[config.mk]
export PLATFORM = sky130hd
export DESIGN_NAME = operand_bypass
export DESIGN_NICKNAME = d
export VERILOG_FILES = /design/src/rtl/operand_bypass_pkg.sv /design/src/rtl/operand_bypass_wbuf.sv /design/src/rtl/operand_bypass.sv
export SDC_FILE = /design/constraint.sdc
export NUM_CORES = 1
export LEC_CHECK = 0
export BUFFER_PORTS_ARGS = -buffer_cell sky130_fd_sc_hd__buf_2
export CELL_PAD_IN_SITES_DETAIL_PLACEMENT = 1
export CELL_PAD_IN_SITES_GLOBAL_PLACEMENT = 1
export CORE_MARGIN = 1
export CORE_UTILIZATION = 37
export CTS_CLUSTER_SIZE = 14
export DETAILED_ROUTE_END_ITERATION = 7
export PLACE_DENSITY = 0.78
export SYNTH_ARGS = -nofsm -noshare
export SYNTH_HDL_FRONTEND = slang
export SYNTH_HIERARCHICAL = 1
export SYNTH_SLANG_ARGS = --single-unit
[constraint.sdc]
create_clock -name clk -period 2.75 [get_ports clk]
set_input_delay 0.55 -clock clk [delete_from_list [all_inputs] [get_ports clk]]
set_output_delay 0.55 -clock clk [all_outputs]
set_load 0.03 [all_outputs]
[src/rtl/operand_bypass_pkg.sv]
// Shared constants for the operand-forwarding selector: data/address width
// defaults, the hard-wired zero register and the hazard counter helpers.
package operand_bypass_pkg;

    localparam int WIDTH_DEF  = 32;
    localparam int ADDR_W_DEF = 5;
    localparam int ZERO_REG   = 0;
    localparam int HCNT_W     = 16;

    function automatic logic [HCNT_W-1:0] sat_inc(input logic [HCNT_W-1:0] v);
        return (v == '1) ? v : v + 1'b1;
    endfunction

endpackage

[src/rtl/operand_bypass_wbuf.sv]
// Small ring buffer of recently committed writebacks; the lookup returns the
// newest entry whose address matches.
module bypass_wbuf
    import operand_bypass_pkg::*;
#(
    parameter int WIDTH  = WIDTH_DEF,
    parameter int ADDR_W = ADDR_W_DEF,
    parameter int DEPTH  = 2
) (
    input  logic              clk,
    input  logic              rst,
    input  logic              wr_en,
    input  logic [ADDR_W-1:0] wr_addr,
    input  logic [WIDTH-1:0]  wr_data,
    input  logic [ADDR_W-1:0] rd_addr,
    output logic              hit,
    output logic [WIDTH-1:0]  rd_data
);

    localparam int PW = (DEPTH > 1) ? $clog2(DEPTH) : 1;

    logic [DEPTH-1:0]  ent_vld;
    logic [ADDR_W-1:0] ent_addr [DEPTH];
    logic [WIDTH-1:0]  ent_data [DEPTH];
    logic [PW-1:0]     wptr;
    logic [PW-1:0]     idx;

    always_ff @(posedge clk or posedge rst) begin
        if (rst) begin
            ent_vld <= '0;
            wptr    <= '0;
        end else if (wr_en) begin
            ent_vld[wptr] <= 1'b1;
            wptr          <= (wptr == PW'(DEPTH - 1)) ? '0 : wptr + 1'b1;
        end
    end

    // Payload carries no reset; the valid bits alone qualify it.
    always_ff @(posedge clk) begin
        if (wr_en) begin
            ent_addr[wptr] <= wr_addr;
            ent_data[wptr] <= wr_data;
        end
    end

    // Walk oldest to newest so the last match (the newest) wins.
    always_comb begin
        hit     = 1'b0;
        rd_data = '0;
        idx     = '0;
        for (int k = 0; k < DEPTH; k++) begin
            idx = (DEPTH == 1) ? '0 : wptr + PW'(k);
            if (ent_vld[idx] && ent_addr[idx] == rd_addr) begin
                hit     = 1'b1;
                rd_data = ent_data[idx];
            end
        end
    end

endmodule

[src/rtl/operand_bypass.sv]
// Decode-stage operand selector: register file, in-flight forwarding sources or
// committed-write buffer, with load-use hazard detection and a registered output.
module operand_bypass
    import operand_bypass_pkg::*;
#(
    parameter int WIDTH  = WIDTH_DEF,
    parameter int ADDR_W = ADDR_W_DEF,
    parameter int NSRC   = 3,
    parameter int DEPTH  = 2
) (
    input  logic                   clk,
    input  logic                   rst,
    input  logic                   stall,
    input  logic                   flush,
    input  logic                   req_valid,
    input  logic [ADDR_W-1:0]      req_addr,
    input  logic [WIDTH-1:0]       rf_data,
    input  logic [NSRC-1:0]        src_valid,
    input  logic [NSRC*ADDR_W-1:0] src_addr,
    input  logic [NSRC*WIDTH-1:0]  src_data,
    input  logic [NSRC-1:0]        src_ready,
    output logic                   out_valid,
    output logic [WIDTH-1:0]       out_data,
    output logic                   hazard,
    output logic [HCNT_W-1:0]      hazard_cnt
);

    localparam logic [ADDR_W-1:0] ZERO_ADDR = ADDR_W'(ZERO_REG);

    logic              wb_wr_en;
    logic              buf_hit;
    logic [WIDTH-1:0]  buf_data;
    logic              found;
    logic [WIDTH-1:0]  sel_data;
    logic              sel_ready;
    logic              capture;
    logic              vld_p1;
    logic [WIDTH-1:0]  data_p1;

    assign wb_wr_en = src_valid[NSRC-1] &&
                      (src_addr[(NSRC-1)*ADDR_W +: ADDR_W] != ZERO_ADDR);

    bypass_wbuf #(
        .WIDTH (WIDTH),
        .ADDR_W(ADDR_W),
        .DEPTH (DEPTH)
    ) u_wbuf (
        .clk    (clk),
        .rst    (rst),
        .wr_en  (wb_wr_en),
        .wr_addr(src_addr[(NSRC-1)*ADDR_W +: ADDR_W]),
        .wr_data(src_data[(NSRC-1)*WIDTH +: WIDTH]),
        .rd_addr(req_addr),
        .hit    (buf_hit),
        .rd_data(buf_data)
    );

    // In-flight sources beat the buffer, so the buffer only supplies older data.
    always_comb begin
        found     = 1'b0;
        sel_data  = rf_data;
        sel_ready = 1'b1;
        if (req_addr == ZERO_ADDR) begin
            sel_data = '0;
        end else begin
            for (int i = 0; i < NSRC; i++) begin
                if (!found && src_valid[i] &&
                    src_addr[i*ADDR_W +: ADDR_W] == req_addr) begin
                    found     = 1'b1;
                    sel_data  = src_data[i*WIDTH +: WIDTH];
                    sel_ready = src_ready[i];
                end
            end
            if (!found && buf_hit) begin
                sel_data = buf_data;
            end
        end
    end

    assign hazard  = req_valid && !sel_ready;
    assign capture = req_valid && !hazard;

    // Stage p1: operand register toward execute.
    always_ff @(posedge clk or posedge rst) begin
        if (rst) begin
            vld_p1  <= 1'b0;
            data_p1 <= '0;
        end else if (flush) begin
            vld_p1 <= 1'b0;
        end else if (!stall) begin
            vld_p1 <= capture;
            if (capture) begin
                data_p1 <= sel_data;
            end
        end
    end

    always_ff @(posedge clk or posedge rst) begin
        if (rst) begin
            hazard_cnt <= '0;
        end else if (hazard) begin
            hazard_cnt <= sat_inc(hazard_cnt);
        end
    end

    assign out_valid = vld_p1;
    assign out_data  = data_p1;

endmodule

Yosys cells after proc, flatten, opt, wreduce, memory -nomap -nowiden --
Memory sizes are Yosys's and may differ from the RTL's. Index checks and enable logic that the tools add are counted.
Word-level totals: register bits 52, memory bits (writable) 74, input port bits 159, output and inout bits 50, logic and storage cells 74, memories 2
Cells by class: $add $sub $neg 2, order comparisons 3, equality and inequality tests 7, mux-type cells 30, bitwise gates (word level) 4, reductions and logical operators 21
Memory list:
- u_wbuf.ent_data | depth 2, bits a word 32, rd ports 2, clocked after memory_dff 0, write ports 1, RTL line operand_bypass_wbuf.sv:24 | logic [WIDTH-1:0] ent_data [DEPTH];
- u_wbuf.ent_addr | depth 2, bits a word 5, rd ports 2, clocked after memory_dff 0, write ports 1, RTL line operand_bypass_wbuf.sv:23 | logic [ADDR_W-1:0] ent_addr [DEPTH];
Operators by type and width (count):
- $mux 32 | 7
- $eq 5x5->1 | 5
- $mux 1 | 22
- $add 16x1->16 const B | 1
- $eq 16x16->1 const B | 1
- $logic_and 1x1->1 | 12
- $logic_not 1->1 | 5
- $logic_not 5->1 | 1
- $reduce_bool 5->1 | 1
- $lt 1x2->1 const B | 2
- $not 1->1 | 3
- $reduce_and 3->1 | 1
- $ne 2x1->1 const B | 1
- $or 2x2->2 | 1
- $reduce_and 2->1 | 1
- $add 1x1->1 const B | 1
- $demux 1 s1 | 1
- $ge 1x1->1 const B | 1

Depth between registers and ports, before layout --
depth in word-level cells 20, mapped depth 15, gate-level depth less buffers 10

By module --
Netlist, hierarchy kept.
By module, submodules not included:
- bypass_wbuf | times used 1, cells an instance 416, area each 4521.8 um^2, seq. area each 2297.2 um^2
- operand_bypass | times used 1, cells an instance 447, area each 3701.0 um^2, seq. area each 1226.2 um^2

Worst setup path after synthesis --
Ideal clock, no wire load.
kind reg-to-reg, start point register u_wbuf.wptr, end point memory u_wbuf/ent_addr[0][0] (netlist bit), enable pin, library setup time 0.437 ns, arrival 2.542 ns, data required time 2.313 ns, path slack -0.229 ns, cell stages (with the launch flop) 5, buffers on the path 3, clock period less this slack 2.979 ns, cell sequence dfrtp_1 > buf_6 > buf_6 > buf_2 > nor2b_1
RTL lines:
- from (decl) | RTL line operand_bypass_wbuf.sv:25 | logic [PW-1:0] wptr;
- from (signal assigned) | RTL line operand_bypass_wbuf.sv:34 | wptr <= (wptr == PW'(DEPTH - 1)) ? '0 : wptr + 1'b1;
- to (decl) | RTL line operand_bypass_wbuf.sv:23
No word-level cell before the write port.

Worst setup path after layout --
start point register u_wbuf.wptr, end point register data_p1[12] (netlist: out_data[12])
On the way: word-level cells in the longest chain between the ends 8, elaborated cells on any way between the ends 18, those cells by class 1 x add/sub; 2 x eq/ne; 10 x mux; 3 x reduce/logical; 2 x memory
RTL lines:
- $add 1x1->1 (tied with other cells) | RTL line operand_bypass_wbuf.sv:52 | idx = (DEPTH == 1) ? '0 : wptr + PW'(k);
- $mem_v2 2x5 (tied with other cells)
- $eq 5x5->1 (tied with other cells) | RTL line operand_bypass_wbuf.sv:53 | if (ent_vld[idx] && ent_addr[idx] == rd_addr) begin
- $logic_and 1x1->1 / $mux 1 (equally long branches) | RTL line operand_bypass_wbuf.sv:53
- $mux 1 * | RTL line operand_bypass_wbuf.sv:53
- net buf_hit | RTL line operand_bypass.sv:31 | logic buf_hit;
- $logic_and 1x1->1 * | RTL line operand_bypass.sv:74 | if (!found && buf_hit) begin
- $mux 32 * | RTL line operand_bypass.sv:74
- $mux 32 * | RTL line operand_bypass.sv:63 | if (req_addr == ZERO_ADDR) begin
- to (signal assigned) | RTL line operand_bypass.sv:93 | data_p1 <= sel_data;
- to (decl) | RTL line operand_bypass.sv:38 | logic [WIDTH-1:0] data_p1;
The timed path passes the listed nets; every way through them passes the cells marked *. The select of a mux whose other input is x is not followed. A chain may end at the register's enable or synchronous reset.

==> metrics.yaml <==
cells_and_area:
  syn_to_final_growth_pct: 29.2
  layout-drive-gt1-share: 0.349
  nets: 1220
  final_util: 0.487
  fillers: 2493
critical_path:
  r2r_end: "out_data[12]$_DFFE_PP0P_"
  critical_path_buf_inv_count: 3
  crit_type: "reg2reg"
  crit_fanout: 7
  cpPeakStageDelay_ns: 0.54
  required_ns: 3.12
  setup.worst_path.end: "out_data[12]$_DFFE_PP0P_"
  crit_chain: "buf_6 > mux2i_4 > xnor2_2 > or2_4 > o21ai_4 > buf_12 > buf_6 > nor2_1 > a21oi_1 > a211oi_1 > o31ai_1 > a32o_1"
  worstSetupPathDepth: 12
  r2r-start: "u_wbuf/wptr$_DFFE_PP0P_"
  end_kind: "flip-flop"
  cpMaxStageDelayCell: "dfrtp_4"
  r2r_cells: 12
  arrival_ns: 3.03
  path_common_cell: "buf_6"
  startpoint_type: "flip-flop"
  r2r_setup_slack_ns: 0.09
  startpoint: "u_wbuf/wptr$_DFFE_PP0P_"
  path_delay_family: "compound AO/OA/AOI/OAI gates"
logic_synthesis:
  synthTopCellsByCount: "150 x nand2_1, 74 x edfxtp_1, 72 x nor2_1"
  async_flop_share: 0.413
  synth_warnings: 6
  synth_top_family_by_area: "simple AND/OR/NAND/NOR gates"
  synth_seq_area_share: 0.428
  synth_xor_area_frac: 0.0426
  synth_top_area_share: 0.270
  avgSynthCellArea_um2: 9.53
  synth-seq-cells: 126
  synthAdderAreaFrac: 0.00152
  synth_top_flop_cell: "edfxtp_1"
  syn_nets: 1023
  synth-compound-area-share: 0.206
  synth_cell_types: 51
  synth_area_leader_cell: "edfxtp_1"
  yosysMostFrequentCell: "nand2_1"
  synth_edf_count: 74
  synthTopCellsByArea: "edfxtp_1 27%, dfrtp_1 16%, nand2_1 6.8%"
  syn_area_mm2: 0.00822
  synthSimpleGateAreaFrac: 0.245
  muxShareOfSynthArea: 0.0149
  netlist_instances: 863
sta:
  worst_pin_slew_ns: 0.755
  finalHoldViolCount: 0
  rsz0062_at_grt: "true"
  setup_violations: 0
  fin_worst_skew_ns: 0.00925
  slew_headroom: 0.496
  post-route-min-period_ns: 2.66
  finalCritPeriodShare: 0.968
  fmax_ghz: 0.376
  timing.hold.ws_ns: 0.333
  slew_violations: 0
clocking:
  cts_tree: "built"
  clock_path_buffers: 2
  ctsRootBufferMaster: "clkbuf_16"
  clk_pin_slew_worst_paths_ns: 0.06
  clock_latency_ns: 0.43
  cts_htree_levels: 4
  cts_sinks: 126
  cts_buffers: 17
detailed_routing:
  dr.pass1.iters: 5
  via_count: 7783
  ant_nets: 0
  route.detailed.wl_per_inst_um: 21.5
  routed_wl_mm: 29.2
  drt_iter0_markers: 461
  routed_via_density: 5.74
  drc: 0
global_route:
  antenna_found_initial: 2
  grt_max_degree: 65
  grt_overflow_total: 0
  grt_pass1_wl_mm: 45.4
  track_usage: 0.262
  grt_pass1_vias: 8267
floorplan:
  ios: 209
  rows: 54
  die_h_um: 151
  coreArea_mm2: 0.0218
  dieArea_mm2: 0.0228
  initial_utilization: 0.377
  die_w_um: 151
power_and_ir_drop:
  p_per_area_mw_per_mm2: 832
  ir_drop_mv: 0.536
  leakage_nw: 4.27
run:
  cap_violations: 0
placement:
  portBuffers: 208
  dp_hpwl_mm: 19.7
  gp_congestion: 0.797
status:
  status: "finished, final reports clean"
hold_path:
  min_delay_path_depth: 1
  hold_path.class: "in2reg"
## what timing repair did
item,4_1_cts,5_1_grt
endpoints found under the hold margin,3,0
pin swaps,1,14
gates resized for setup,0,26
gates cloned,0,1
setup buffers,5,5
setup endpoints to repair,32,26
hold buffers,1,0
## how the worst min path moves through the flow
stage / from / to
floorplan: rst / u_wbuf/ent_vld[0]$_DFFE_PP0P_
global placement: rst / u_wbuf/ent_vld[0]$_DFFE_PP0P_
detailed placement: rst / u_wbuf/ent_vld[1]$_DFFE_PP0P_
CTS: src_data[80] / u_wbuf/ent_data[1][16]$_DFFE_PP_
global route: src_data[80] / u_wbuf/ent_data[1][16]$_DFFE_PP_
finish: src_data[73] / u_wbuf/ent_data[1][9]$_DFFE_PP_
## layout by cell type (no fill, tap or decap), types with 29 or more instances in the layout
cell,n
a211oi_1,30
a21oi_1,32
a32o_1,32
buf_2,208
buf_4,35
dfrtp_1,51
edfxtp_1,74
nand2_1,148
nor2_1,69
nor3_1,42
nor4b_1,32
o221ai_2,29
o31ai_1,31
## report_power, final
part	switching, W	total (W)	internal [W]
Clock	0.000911	0.00234	0.00143
Sequential	0.000231	0.00267	0.00243
Combinational	0.00246	0.00383	0.00137
Total	0.00360	0.00884	0.00523
## area by class of cell
class / count / area [um^2] / area share
inverters: 9 / 33.8 / 0.00318
flip-flops and latches: 126 / 3530 / 0.332
multi-input cells: 639 / 4360 / 0.410
well taps: 280 / 350 / 0.0330
clock inverters: 13 / 164 / 0.0154
diodes: 2 / 5.00 / 0.000471
repair buffers: 267 / 1760 / 0.165
clock buffers: 19 / 433 / 0.0407
## metrics by stage
stage	cell area (um^2)	setup TNS (ns)	std cells	total power (W)	worst slack [ns]
finish	10600	0	1355	0.00884	0.0886
floorplan	8230	-0.726	863	0.00506	-0.0364
detailed placement	9780	-5.03	1309	0.00620	-0.263
global route	10600	-0.273	1353	0.00927	-0.0603
global placement	9780	-2.54	1309	0.00607	-0.136
CTS	10400	0	1347	0.00863	0.0156
## flip-flops by register name (all words and copies together) (netlist names)
name	flops
u_wbuf/ent_vld	2
u_wbuf/wptr	1
out_data	32
hazard_cnt	16
u_wbuf/ent_data	64
out_valid	1
u_wbuf/ent_addr	10
## layer usage
metal / global-route usage / share of wire
met5: 0 / 0
met1: 0.340 / 0.44
met2: 0.418 / 0.46
met4: 0.0765 / 0.014
met3: 0.0789 / 0.082
## cells by family after synthesis
kind of cell / after synthesis
AOI/OAI and AO/OA: 192
xor gates and xnor gates: 40
adders and majority gates: 1
buffers and inverters: 98
DFF: 126
muxes: 12
and+or+nand+nor: 394
Power figures use the tool's default switching activity.
